### config.mk
export PLATFORM = sky130hd
export DESIGN_NAME = dmem_dma_arbiter_flat
export DESIGN_NICKNAME = d
export VERILOG_FILES = /design/src/rtl/dmem_dma_arbiter_if.sv /design/src/rtl/dmem_dma_arbiter.sv /design/src/flat_wrapper.sv
export SDC_FILE = /design/constraint.sdc
export NUM_CORES = 1
export LEC_CHECK = 0
export CAP_MARGIN = 30
export CELL_PAD_IN_SITES_DETAIL_PLACEMENT = 0
export CELL_PAD_IN_SITES_GLOBAL_PLACEMENT = 2
export CORE_MARGIN = 10
export CORE_UTILIZATION = 12
export CTS_BUF_LIST = sky130_fd_sc_hd__clkbuf_2
export CTS_CLUSTER_SIZE = 8
export DETAILED_ROUTE_END_ITERATION = 16
export GPL_ROUTABILITY_DRIVEN = 0
export PLACE_DENSITY = 0.95
export RECOVER_POWER = 25
export SLEW_MARGIN = 40
export SYNTH_ARGS = -nofsm -noshare
export SYNTH_HDL_FRONTEND = slang
export SYNTH_SLANG_ARGS = --single-unit
### constraint.sdc
create_clock -name clk -period 3.2 [get_ports clk]
set_input_delay 0.64 -clock clk [delete_from_list [all_inputs] [get_ports clk]]
set_output_delay 0.64 -clock clk [all_outputs]
set_load 0.005 [all_outputs]
### src/rtl/dmem_dma_arbiter_if.sv
// Data-memory bus bundle between the CPU path, two DMA masters and the arbiter.
// The arbiter uses the slave modport; the master modport drives the requesters.
interface dmem_dma_arbiter_if #(
  parameter int DW = 32
);
  logic          cpu_we;
  logic [DW-1:0] cpu_addr;
  logic [DW-1:0] cpu_wd;
  logic          cpu_hold;
  logic          cpu_hold_ack;

  logic          dma0_hold;
  logic          dma0_hold_ack;
  logic          dma0_we;
  logic [DW-1:0] dma0_addr;
  logic [DW-1:0] dma0_wd;

  logic          dma1_hold;
  logic          dma1_hold_ack;
  logic          dma1_we;
  logic [DW-1:0] dma1_addr;
  logic [DW-1:0] dma1_wd;

  logic          dmem_we;
  logic [DW-1:0] dmem_addr;
  logic [DW-1:0] dmem_out;

  modport slave (
    input  cpu_we, cpu_addr, cpu_wd, cpu_hold_ack,
    input  dma0_hold, dma0_we, dma0_addr, dma0_wd,
    input  dma1_hold, dma1_we, dma1_addr, dma1_wd,
    output cpu_hold, dma0_hold_ack, dma1_hold_ack,
    output dmem_we, dmem_addr, dmem_out
  );

  modport master (
    output cpu_we, cpu_addr, cpu_wd, cpu_hold_ack,
    output dma0_hold, dma0_we, dma0_addr, dma0_wd,
    output dma1_hold, dma1_we, dma1_addr, dma1_wd,
    input  cpu_hold, dma0_hold_ack, dma1_hold_ack,
    input  dmem_we, dmem_addr, dmem_out
  );
endinterface

### src/rtl/dmem_dma_arbiter.sv
// Shares the data-memory bus between the CPU and two DMA masters via a CPU HOLD
// handshake, with bounded bursts and a guaranteed CPU window between tenures.
//
// state | meaning
// IDLE  | CPU owns bus, arbitrating pending DMA holds
// REQ   | cpu_hold raised, waiting for cpu_hold_ack
// GRANT | selected master owns the bus, burst counter running
// GAP   | CPU window after a tenure or abort, CPU_SLOT cycles
module dmem_dma_arbiter #(
  parameter int BURST_MAX = 16,
  parameter int CPU_SLOT  = 2,
  parameter int DW        = 32
) (
  input  logic clk,
  input  logic rst,
  dmem_dma_arbiter_if.slave bus,
  output logic grant_id,
  output logic bus_err
);
  localparam int BW = $clog2(BURST_MAX + 1);
  localparam int GW = $clog2(CPU_SLOT + 1);

  typedef enum logic [1:0] {IDLE, REQ, GRANT, GAP} state_t;

  state_t        state, state_nxt;
  logic [BW-1:0] burst_cnt, burst_cnt_nxt;
  logic [GW-1:0] gap_cnt, gap_cnt_nxt;
  logic          rr_ptr, rr_ptr_nxt;
  logic          grant_id_nxt, bus_err_nxt;
  logic          cpu_hold_nxt, ack0_nxt, ack1_nxt;
  logic          sel_hold;

  assign sel_hold = grant_id ? bus.dma1_hold : bus.dma0_hold;

  always_ff @(posedge clk) begin
    if (rst) begin
      state             <= IDLE;
      burst_cnt         <= '0;
      gap_cnt           <= '0;
      rr_ptr            <= 1'b0;
      grant_id          <= 1'b0;
      bus_err           <= 1'b0;
      bus.cpu_hold      <= 1'b0;
      bus.dma0_hold_ack <= 1'b0;
      bus.dma1_hold_ack <= 1'b0;
    end else begin
      state             <= state_nxt;
      burst_cnt         <= burst_cnt_nxt;
      gap_cnt           <= gap_cnt_nxt;
      rr_ptr            <= rr_ptr_nxt;
      grant_id          <= grant_id_nxt;
      bus_err           <= bus_err_nxt;
      bus.cpu_hold      <= cpu_hold_nxt;
      bus.dma0_hold_ack <= ack0_nxt;
      bus.dma1_hold_ack <= ack1_nxt;
    end
  end

  always_comb begin
    state_nxt     = state;
    burst_cnt_nxt = burst_cnt;
    gap_cnt_nxt   = gap_cnt;
    rr_ptr_nxt    = rr_ptr;
    grant_id_nxt  = grant_id;
    bus_err_nxt   = bus_err;
    case (state)
      IDLE: begin
        if (bus.dma0_hold || bus.dma1_hold) begin
          grant_id_nxt = (bus.dma0_hold && bus.dma1_hold) ? rr_ptr : bus.dma1_hold;
          state_nxt    = REQ;
        end
      end
      REQ: begin
        // A withdrawn request wins over a simultaneous ack: never grant an idle master.
        if (!sel_hold) begin
          state_nxt   = GAP;
          gap_cnt_nxt = '0;
        end else if (bus.cpu_hold_ack) begin
          state_nxt     = GRANT;
          burst_cnt_nxt = '0;
        end
      end
      GRANT: begin
        burst_cnt_nxt = burst_cnt + 1'b1;
        if (!bus.cpu_hold_ack) bus_err_nxt = 1'b1;
        if (!sel_hold || burst_cnt == BW'(BURST_MAX - 1) || !bus.cpu_hold_ack) begin
          state_nxt   = GAP;
          gap_cnt_nxt = '0;
          rr_ptr_nxt  = ~grant_id;
        end
      end
      GAP: begin
        if (gap_cnt == GW'(CPU_SLOT - 1)) state_nxt = IDLE;
        else gap_cnt_nxt = gap_cnt + 1'b1;
      end
      default: state_nxt = IDLE;
    endcase
  end

  always_comb begin
    cpu_hold_nxt = (state_nxt == REQ) || (state_nxt == GRANT);
    ack0_nxt     = (state_nxt == GRANT) && !grant_id_nxt;
    ack1_nxt     = (state_nxt == GRANT) &&  grant_id_nxt;
    bus.dmem_we   = bus.cpu_we;
    bus.dmem_addr = bus.cpu_addr;
    bus.dmem_out  = bus.cpu_wd;
    if (state == GRANT) begin
      bus.dmem_we   = grant_id ? bus.dma1_we   : bus.dma0_we;
      bus.dmem_addr = grant_id ? bus.dma1_addr : bus.dma0_addr;
      bus.dmem_out  = grant_id ? bus.dma1_wd   : bus.dma0_wd;
    end
  end
endmodule

### src/flat_wrapper.sv
// flat-port wrapper written by rule: the top's interface ports become plain ports
module dmem_dma_arbiter_flat 
#(
  parameter int BURST_MAX = 16,
  parameter int CPU_SLOT  = 2,
  parameter int DW        = 32
)
  (clk, rst, grant_id, bus_err, bus_cpu_we, bus_cpu_addr, bus_cpu_wd, bus_cpu_hold_ack, bus_dma0_hold, bus_dma0_we, bus_dma0_addr, bus_dma0_wd, bus_dma1_hold, bus_dma1_we, bus_dma1_addr, bus_dma1_wd, bus_cpu_hold, bus_dma0_hold_ack, bus_dma1_hold_ack, bus_dmem_we, bus_dmem_addr, bus_dmem_out);
  dmem_dma_arbiter_if #(.DW(DW)) bus_i ();
  input  logic clk;
  input  logic rst;
  output logic grant_id;
  output logic bus_err;
  input wire logic [$bits(bus_i.cpu_we)-1:0] bus_cpu_we;
  input wire logic [$bits(bus_i.cpu_addr)-1:0] bus_cpu_addr;
  input wire logic [$bits(bus_i.cpu_wd)-1:0] bus_cpu_wd;
  input wire logic [$bits(bus_i.cpu_hold_ack)-1:0] bus_cpu_hold_ack;
  input wire logic [$bits(bus_i.dma0_hold)-1:0] bus_dma0_hold;
  input wire logic [$bits(bus_i.dma0_we)-1:0] bus_dma0_we;
  input wire logic [$bits(bus_i.dma0_addr)-1:0] bus_dma0_addr;
  input wire logic [$bits(bus_i.dma0_wd)-1:0] bus_dma0_wd;
  input wire logic [$bits(bus_i.dma1_hold)-1:0] bus_dma1_hold;
  input wire logic [$bits(bus_i.dma1_we)-1:0] bus_dma1_we;
  input wire logic [$bits(bus_i.dma1_addr)-1:0] bus_dma1_addr;
  input wire logic [$bits(bus_i.dma1_wd)-1:0] bus_dma1_wd;
  output wire logic [$bits(bus_i.cpu_hold)-1:0] bus_cpu_hold;
  output wire logic [$bits(bus_i.dma0_hold_ack)-1:0] bus_dma0_hold_ack;
  output wire logic [$bits(bus_i.dma1_hold_ack)-1:0] bus_dma1_hold_ack;
  output wire logic [$bits(bus_i.dmem_we)-1:0] bus_dmem_we;
  output wire logic [$bits(bus_i.dmem_addr)-1:0] bus_dmem_addr;
  output wire logic [$bits(bus_i.dmem_out)-1:0] bus_dmem_out;
  assign bus_i.cpu_we = bus_cpu_we;
  assign bus_i.cpu_addr = bus_cpu_addr;
  assign bus_i.cpu_wd = bus_cpu_wd;
  assign bus_i.cpu_hold_ack = bus_cpu_hold_ack;
  assign bus_i.dma0_hold = bus_dma0_hold;
  assign bus_i.dma0_we = bus_dma0_we;
  assign bus_i.dma0_addr = bus_dma0_addr;
  assign bus_i.dma0_wd = bus_dma0_wd;
  assign bus_i.dma1_hold = bus_dma1_hold;
  assign bus_i.dma1_we = bus_dma1_we;
  assign bus_i.dma1_addr = bus_dma1_addr;
  assign bus_i.dma1_wd = bus_dma1_wd;
  assign bus_cpu_hold = bus_i.cpu_hold;
  assign bus_dma0_hold_ack = bus_i.dma0_hold_ack;
  assign bus_dma1_hold_ack = bus_i.dma1_hold_ack;
  assign bus_dmem_we = bus_i.dmem_we;
  assign bus_dmem_addr = bus_i.dmem_addr;
  assign bus_dmem_out = bus_i.dmem_out;
  dmem_dma_arbiter #(.BURST_MAX(BURST_MAX), .CPU_SLOT(CPU_SLOT), .DW(DW)) u_core (.clk(clk), .rst(rst), .bus(bus_i), .grant_id(grant_id), .bus_err(bus_err));
endmodule
==> results.txt, run 1 <==
hold bufs inserted after CTS = 0
sequential-to-total area share from yosys stat = 13.98%
estimated wirelength of the detail-placed design = 10.65 mm
proportion of register bits with asynchronous set or reset after synthesis = 0%
CP top delay family = buffers and inverters
crit share post-route = 88.52%
Clk Latency, worst-skew pair = 0.28 ns
vertical die dimension = 153.8 um
Die X-Extent = 153.8 um
core box area = 17,420 um^2
Detailed Route Iter0 Violations = 135
setup total negative slack = 0 ns
floorplan die area = 23,650 um^2
Hold Crit Depth = 1
TritonCTS clock tree = built
most numerous cell in the Yosys netlist = nand2_1
final number of max-transition violations = 0
buffer type at the clock tree root = clkbuf_2
# diodes = 0
CTS Sinks = 15
buffer depth of the longest clock path = 2
global routing usage summed across all routing layers = 9.531%
worst reg-to-reg path cell count = 6
per-instance average area after synthesis = 7.067 um^2
total setup violations reported at the end of the flow = 0
FF-to-FF End = u_core.bus.dma0_hold_ack
chain of cells forming the critical path = clkbuf_4, mux2i_1, o21ai_1, clkdlybuf4s50_1
total DRC errors in the routed layout = 0
wire length of the first global-routing pass = 18.46 mm
capturing element of the worst setup path = bus_dmem_out[2]
minimum period implied by the final worst setup slack = 2.833 ns
share of the synthesized area in the top cell type = 30.75%
synthesized flop and latch total = 15
via count of the first global-routing pass = 3,029
layout cell share with drive strength beyond 1 = 2.518%
Worst path max stage delay = 0.59 ns
total of warnings raised by yosys = 0
most used flip-flop cell after synthesis = dfxtp_1
count of port buffers added during placement = 269
class of the most critical hold timing path = reg -> reg
# H-tree levels = 1
startpoint class of the critical path = register
post-route non-filler standard cell count = 781
critical path's slowest cell = clkbuf_4
f_max = 353.0 MHz
critical path depth = 4
DRT Pass-1 Iters = 4
Final #Nets = 761
Data required, critical path = 2.56 ns
worst r2r src = u_core.grant_id
effective utilization at floorplan = 12.33%
post-synthesis cell area = 2148 um^2
initial antenna violation count = 0
Worst Path Buf+Inv = 2
total routed wirelength = 12.38 mm
largest clock skew in the final design = 0.01147 ns
most numerous cell types in the synthesized netlist = 70 x nand2_1, 67 x o21ai_1, 66 x mux2i_1
Post-synth EDFFs = 0
total power = 1092 uW
static leakage = 0.001902 uW
area of all placed cells without fillers = 5051 um^2
Num CTS Buffers = 3
number of placed instances, taps included = 777
Power Density = 216.1 nW/um^2
max capacitance violation total = 0
number of distinct standard cells referenced by the synthesized netlist = 38
DR vias/cell = 3.850
worst slew slack as a fraction of its limit = 51.51%
number of rows in the core area = 48
worst reg-to-reg setup slack = 0.94 ns
Post-DP Area = 5077 um^2
critical path fanouts, max = 38
element type at the critical path end = output pin
outcome = complete, no violations
I/O Pins = 270
library cell with the largest summed area after synthesis = mux2i_1
biggest area contributors in the synthesized netlist = mux2i_1 31%, o21ai_1 16%, dfxtp_1 14%
grt total ovfl = 0
worst-case vdd ir drop = 0.2057 mV
count of mapped cells out of synthesis = 304
clock transition at the registers of the reported paths = 0.16 ns
arrival time of data at the critical path endpoint = 2.19 ns
core utilization of the finished layout = 29.00%
Routed WL per cell = 15.85 um
transition at the pin with the smallest max-transition slack = 0.7274 ns
synthesized netlist net count = 508
Post-DRT Antenna Nets = 0
via total after detailed routing = 3,007
postcts setup bufs = 0
Final Hold Violating Endpoints = 0
unrepaired setup endpoints after global routing = no
Critical Path Start = u_core.grant_id
P&R area growth vs syn = 135.1%
# resized after CTS = 0
largest net degree at the start of global routing = 62
critical path start-end classification = reg -> out
## cell type report
type                    instances  area (um^2)
clock buffers                   4        20.02
fillers                      1875        12370
inverters                       4        15.01
multi-input cells             257         1668
flip-flops and latches         15        300.3
well taps                     225        281.5
repair buffers                276         2766
## per-layer routing
| layer | track usage, % | wire, um | vias up |
|---|---|---|---|
| li1 | - | - | 1582 |
| met1 | 11.69 | 5211 | 1298 |
| met2 | 17.37 | 6420 | 127 |
| met3 | 1.980 | 747 | 0 |
| met4 | 0.5398 | 0 | 0 |
| met5 | 0 | 0 | - |
## cell usage in the layout (no fill, tap or decap), types with 4 or more instances in the layout
cell type and n:
inv_1 4, ha_1 4, dlygate4sd3_1 6, nor2_1 5, clkdlybuf4s50_1 263, dfxtp_1 15, o21ai_1 66, mux2i_1 67
nand2_1 70, clkbuf_2 4, a21oi_1 5
## state kept, by name (all words and copies together), names as in the netlist
name	cells
u_core.rr_ptr	1
u_core.bus.cpu_hold	1
u_core.bus.dma0_hold_ack	1
u_core.gap_cnt	2
u_core.bus_err	1
u_core.bus.dma1_hold_ack	1
u_core.state	2
u_core.grant_id	1
u_core.burst_cnt	5
## stage by stage
| stage | setup WS, ns | hold WS [ns] |
|---|---|---|
| after floorplan | 1.444 | 0.4421 |
| after global placement | 0.6078 | 0.4619 |
| after detailed placement | 0.6549 | 0.4637 |
| after CTS | 0.5020 | 0.4879 |
| after global routing | 0.2302 | 0.5342 |
| final | 0.3673 | 0.4859 |
## how the worst min path moves through the flow
| stage | startpoint | to | slack [ns] |
|---|---|---|---|
| global route | u_core.burst_cnt[3] | u_core.burst_cnt[3] | 0.53 |
| floorplan | u_core.burst_cnt[3] | u_core.burst_cnt[3] | 0.44 |
| detailed placement | u_core.burst_cnt[3] | u_core.burst_cnt[3] | 0.46 |
| global placement | u_core.bus_err | u_core.bus_err | 0.46 |
| CTS | u_core.burst_cnt[3] | u_core.burst_cnt[3] | 0.49 |
| finish | u_core.burst_cnt[3] | u_core.burst_cnt[3] | 0.49 |
## worst register-to-register path, delay by kind of cell, from the launching register on
kind | cells | cell delay [ns]
buf+inv | 1 | 0.46
mux | 1 | 0.52
fa+ha+maj | 1 | 0.20
flops | 1 | 0.36
simple gates | 2 | 0.31
compound gates | 1 | 0.32
## power breakdown
part	switching, uW	total, uW	internal (uW)
clock network	62.0	95.2	33.1
logic	287	791	504
registers	7.09	206	199
total	356	1090	735
## logic make-up (layout without fill, tap and decap cells)
kind of cell | Yosys count | after routing | share of synthesized area [%]
and+or+nand+nor | 96 | 96 | 19.51
AOI/OAI and AO/OA | 87 | 87 | 23.24
muxes | 69 | 69 | 33.02
buffers and inverters | 32 | 284 | 7.513
DFF | 15 | 15 | 13.98
adders and majority gates | 4 | 4 | 2.330
xor gates and xnor gates | 1 | 1 | 0.4078
Power figures use the tool's default switching activity.
==> inputs of run 2 (changes only) <==
--- a/config.mk
+++ b/config.mk
@@ -9,5 +9,5 @@
 export CELL_PAD_IN_SITES_DETAIL_PLACEMENT = 0
 export CELL_PAD_IN_SITES_GLOBAL_PLACEMENT = 2
-export CORE_MARGIN = 10
+export CORE_MARGIN = 2
 export CORE_UTILIZATION = 12
 export CTS_BUF_LIST = sky130_fd_sc_hd__clkbuf_2
==> constraint.sdc (replaced) <==
create_clock -name clk -period 3.2 [get_ports clk]
set_input_delay 0.64 -clock clk [delete_from_list [all_inputs] [get_ports clk]]
set_output_delay 0.64 -clock clk [all_outputs]
set_load 0.02 [all_outputs]
==> results.txt, run 2 (synthesized netlist as in run 1, its figures left out) <==
element type at the critical path end = output pin
startpoint class of the critical path = register
P&R area growth vs syn = 136.8%
initial antenna violation count = 0 (unchanged)
minimum period implied by the final worst setup slack = 2.738 ns (-0.09484 ns)
layout cell share with drive strength beyond 1 = 2.873% (+0.35 points)
max capacitance violation total = 0 (unchanged)
core box area = 17,420 um^2 (unchanged)
Num CTS Buffers = 3 (unchanged)
total DRC errors in the routed layout = 0 (unchanged)
DRT Pass-1 Iters = 4 (unchanged)
count of port buffers added during placement = 269 (unchanged)
Hold Crit Depth = 2 (+1)
static leakage = 0.001916 uW (+0.76%)
final number of max-transition violations = 0 (unchanged)
most common cell after layout, fill and taps aside = clkdlybuf4s50_1
clock transition at the registers of the reported paths = 0.16 ns (about the same)
arrival time of data at the critical path endpoint = 2.10 ns (-0.09 ns)
hold bufs inserted after CTS = 0 (unchanged)
unrepaired setup endpoints after global routing = no
post-route worst hold slack = 0.4848 ns (-0.001076 ns)
# resized after CTS = 0 (unchanged)
# diodes = 0 (unchanged)
grt total ovfl = 0 (unchanged)
estimated wirelength of the detail-placed design = 8.719 mm (-18%)
core utilization of the finished layout = 29.21% (+0.21 points)
Clk Latency, worst-skew pair = 0.30 ns (+0.02 ns)
vertical die dimension = 137.8 um (-10%)
Detailed Route Iter0 Violations = 85 (-37%)
wire length of the first global-routing pass = 14.82 mm (-20%)
Data required, critical path = 2.56 ns (about the same)
capture endpoint of the worst hold path = u_core.bus_err
postcts setup bufs = 0 (unchanged)
effective utilization at floorplan = 12.33% (unchanged)
Post-DRT Antenna Nets = 0 (unchanged)
total setup violations reported at the end of the flow = 0 (unchanged)
CTS Sinks = 15 (unchanged)
TritonCTS clock tree = built
transition at the pin with the smallest max-transition slack = 0.5667 ns (-0.1607 ns)
crit share post-route = 85.56% (-3.0 points)
critical path fanouts, max = 57 (+50%)
Final Hold Violating Endpoints = 0 (unchanged)
class of the most critical hold timing path = reg -> reg
Routed WL per cell = 13.57 um (-14%)
Min-Delay Startpoint = u_core.bus_err
Post-DP Area = 5097 um^2 (+0.39%)
setup total negative slack = 0 ns (unchanged)
floorplan die area = 18,990 um^2 (-20%)
via total after detailed routing = 3,031 (+0.80%)
worst reg-to-reg path cell count = 6 (unchanged)
DR vias/cell = 3.876 (+0.67%)
Die X-Extent = 137.8 um (-10%)
most frequent cells in the layout = 262 x clkdlybuf4s50_1, 70 x nand2_1, 67 x mux2i_1
largest clock skew in the final design = 0.002609 ns (-0.008866 ns)
via count of the first global-routing pass = 2,917 (-3.7%)
global routing usage summed across all routing layers = 9.674% (+0.14 points)
buffer type at the clock tree root = clkbuf_2
worst-case vdd ir drop = 0.1870 mV (-9.1%)
worst slew slack as a fraction of its limit = 62.14% (+11 points)
worst r2r src = u_core.grant_id
worst reg-to-reg setup slack = 1.14 ns (+0.20 ns)
Power Density = 239.5 nW/um^2 (+11%)
# H-tree levels = 1 (unchanged)
Final #Nets = 762 (+0.13%)
Critical Path Start = u_core.state[0]
f_max = 365.2 MHz (+3.5%)
outcome = complete, no violations
FF-to-FF End = u_core.bus.dma0_hold_ack
register bank with the most flops = u_core.burst_cnt
critical path start-end classification = reg -> out
largest net degree at the start of global routing = 58 (-6.5%)
largest registers ranked by flip-flop count = u_core.burst_cnt (5), u_core.gap_cnt (2), u_core.state (2)
number of flip-flops under the largest register name = 5 (unchanged)
number of rows in the core area = 48 (unchanged)
buffer depth of the longest clock path = 2 (unchanged)
area of all placed cells without fillers = 5087 um^2 (+0.72%)
I/O Pins = 270 (unchanged)
total routed wirelength = 10.61 mm (-14%)
total power = 1218 uW (+12%)
-- run 2: where the power goes --
part | switching [uW] | total (uW) | internal [uW] | leakage [uW]
clock network | 66.9 | 100 | 33.1 | 0.0000166
logic | 401 | 911 | 511 | 0.00178
registers | 8.46 | 207 | 199 | 0.000123
total | 476 | 1220 | 743 | 0.00192
-- run 2: final cells by class --
type	count	area [um^2]
well taps	225	281.5
multi-input cells	257	1668
fillers	1896	12330
flip-flops and latches	15	304.0
inverters	4	15.01
clock buffers	4	20.02
repair buffers	277	2799
-- run 2: worst max path at each step --
stage,endpoint,slack (ns),cells past startpoint
detailed placement,bus_dmem_addr[1],0.46,4
floorplan,bus_dmem_out[10],1.17,5
CTS,bus_dmem_out[8],0.43,5
global route,bus_dmem_out[6],0.30,5
finish,bus_dmem_out[8],0.46,5
global placement,bus_dmem_addr[1],0.46,4
-- run 2: per-stage QoR --
stage | setup WS (ns) | instances
final | 0.4621 | 782
after global routing | 0.2977 | 782
after floorplan | 1.166 | 304
after global placement | 0.4632 | 778
after CTS | 0.4254 | 782
after detailed placement | 0.4618 | 778
-- run 2: worst max-delay path, stage by stage (launching register included) --
cell and delay [ns]:
dfxtp_1 0.36, nand2b_4 0.27, buf_12 0.27, nand2_1 0.08, o21ai_1 0.09, clkdlybuf4s50_1 0.68
-- run 2: metal layers --
layer	wire, um	part of all wire, %	GRT usage (%)	vias up
li1	-	-	-	1580
met1	4046	38	11.36	1319
met3	1094	10	1.656	7
met5	0	0	0	-
met4	51	0.48	1.020	0
met2	5418	51	18.77	125
==> inputs of run 3 (changes only) <==
ABC_CLOCK_PERIOD_IN_PS = 3200   (was not set)
CAP_MARGIN = not set   (was 30)
==> results of run 3 <==
The final DEF is identical to that of run 2; final timing and power are the same.
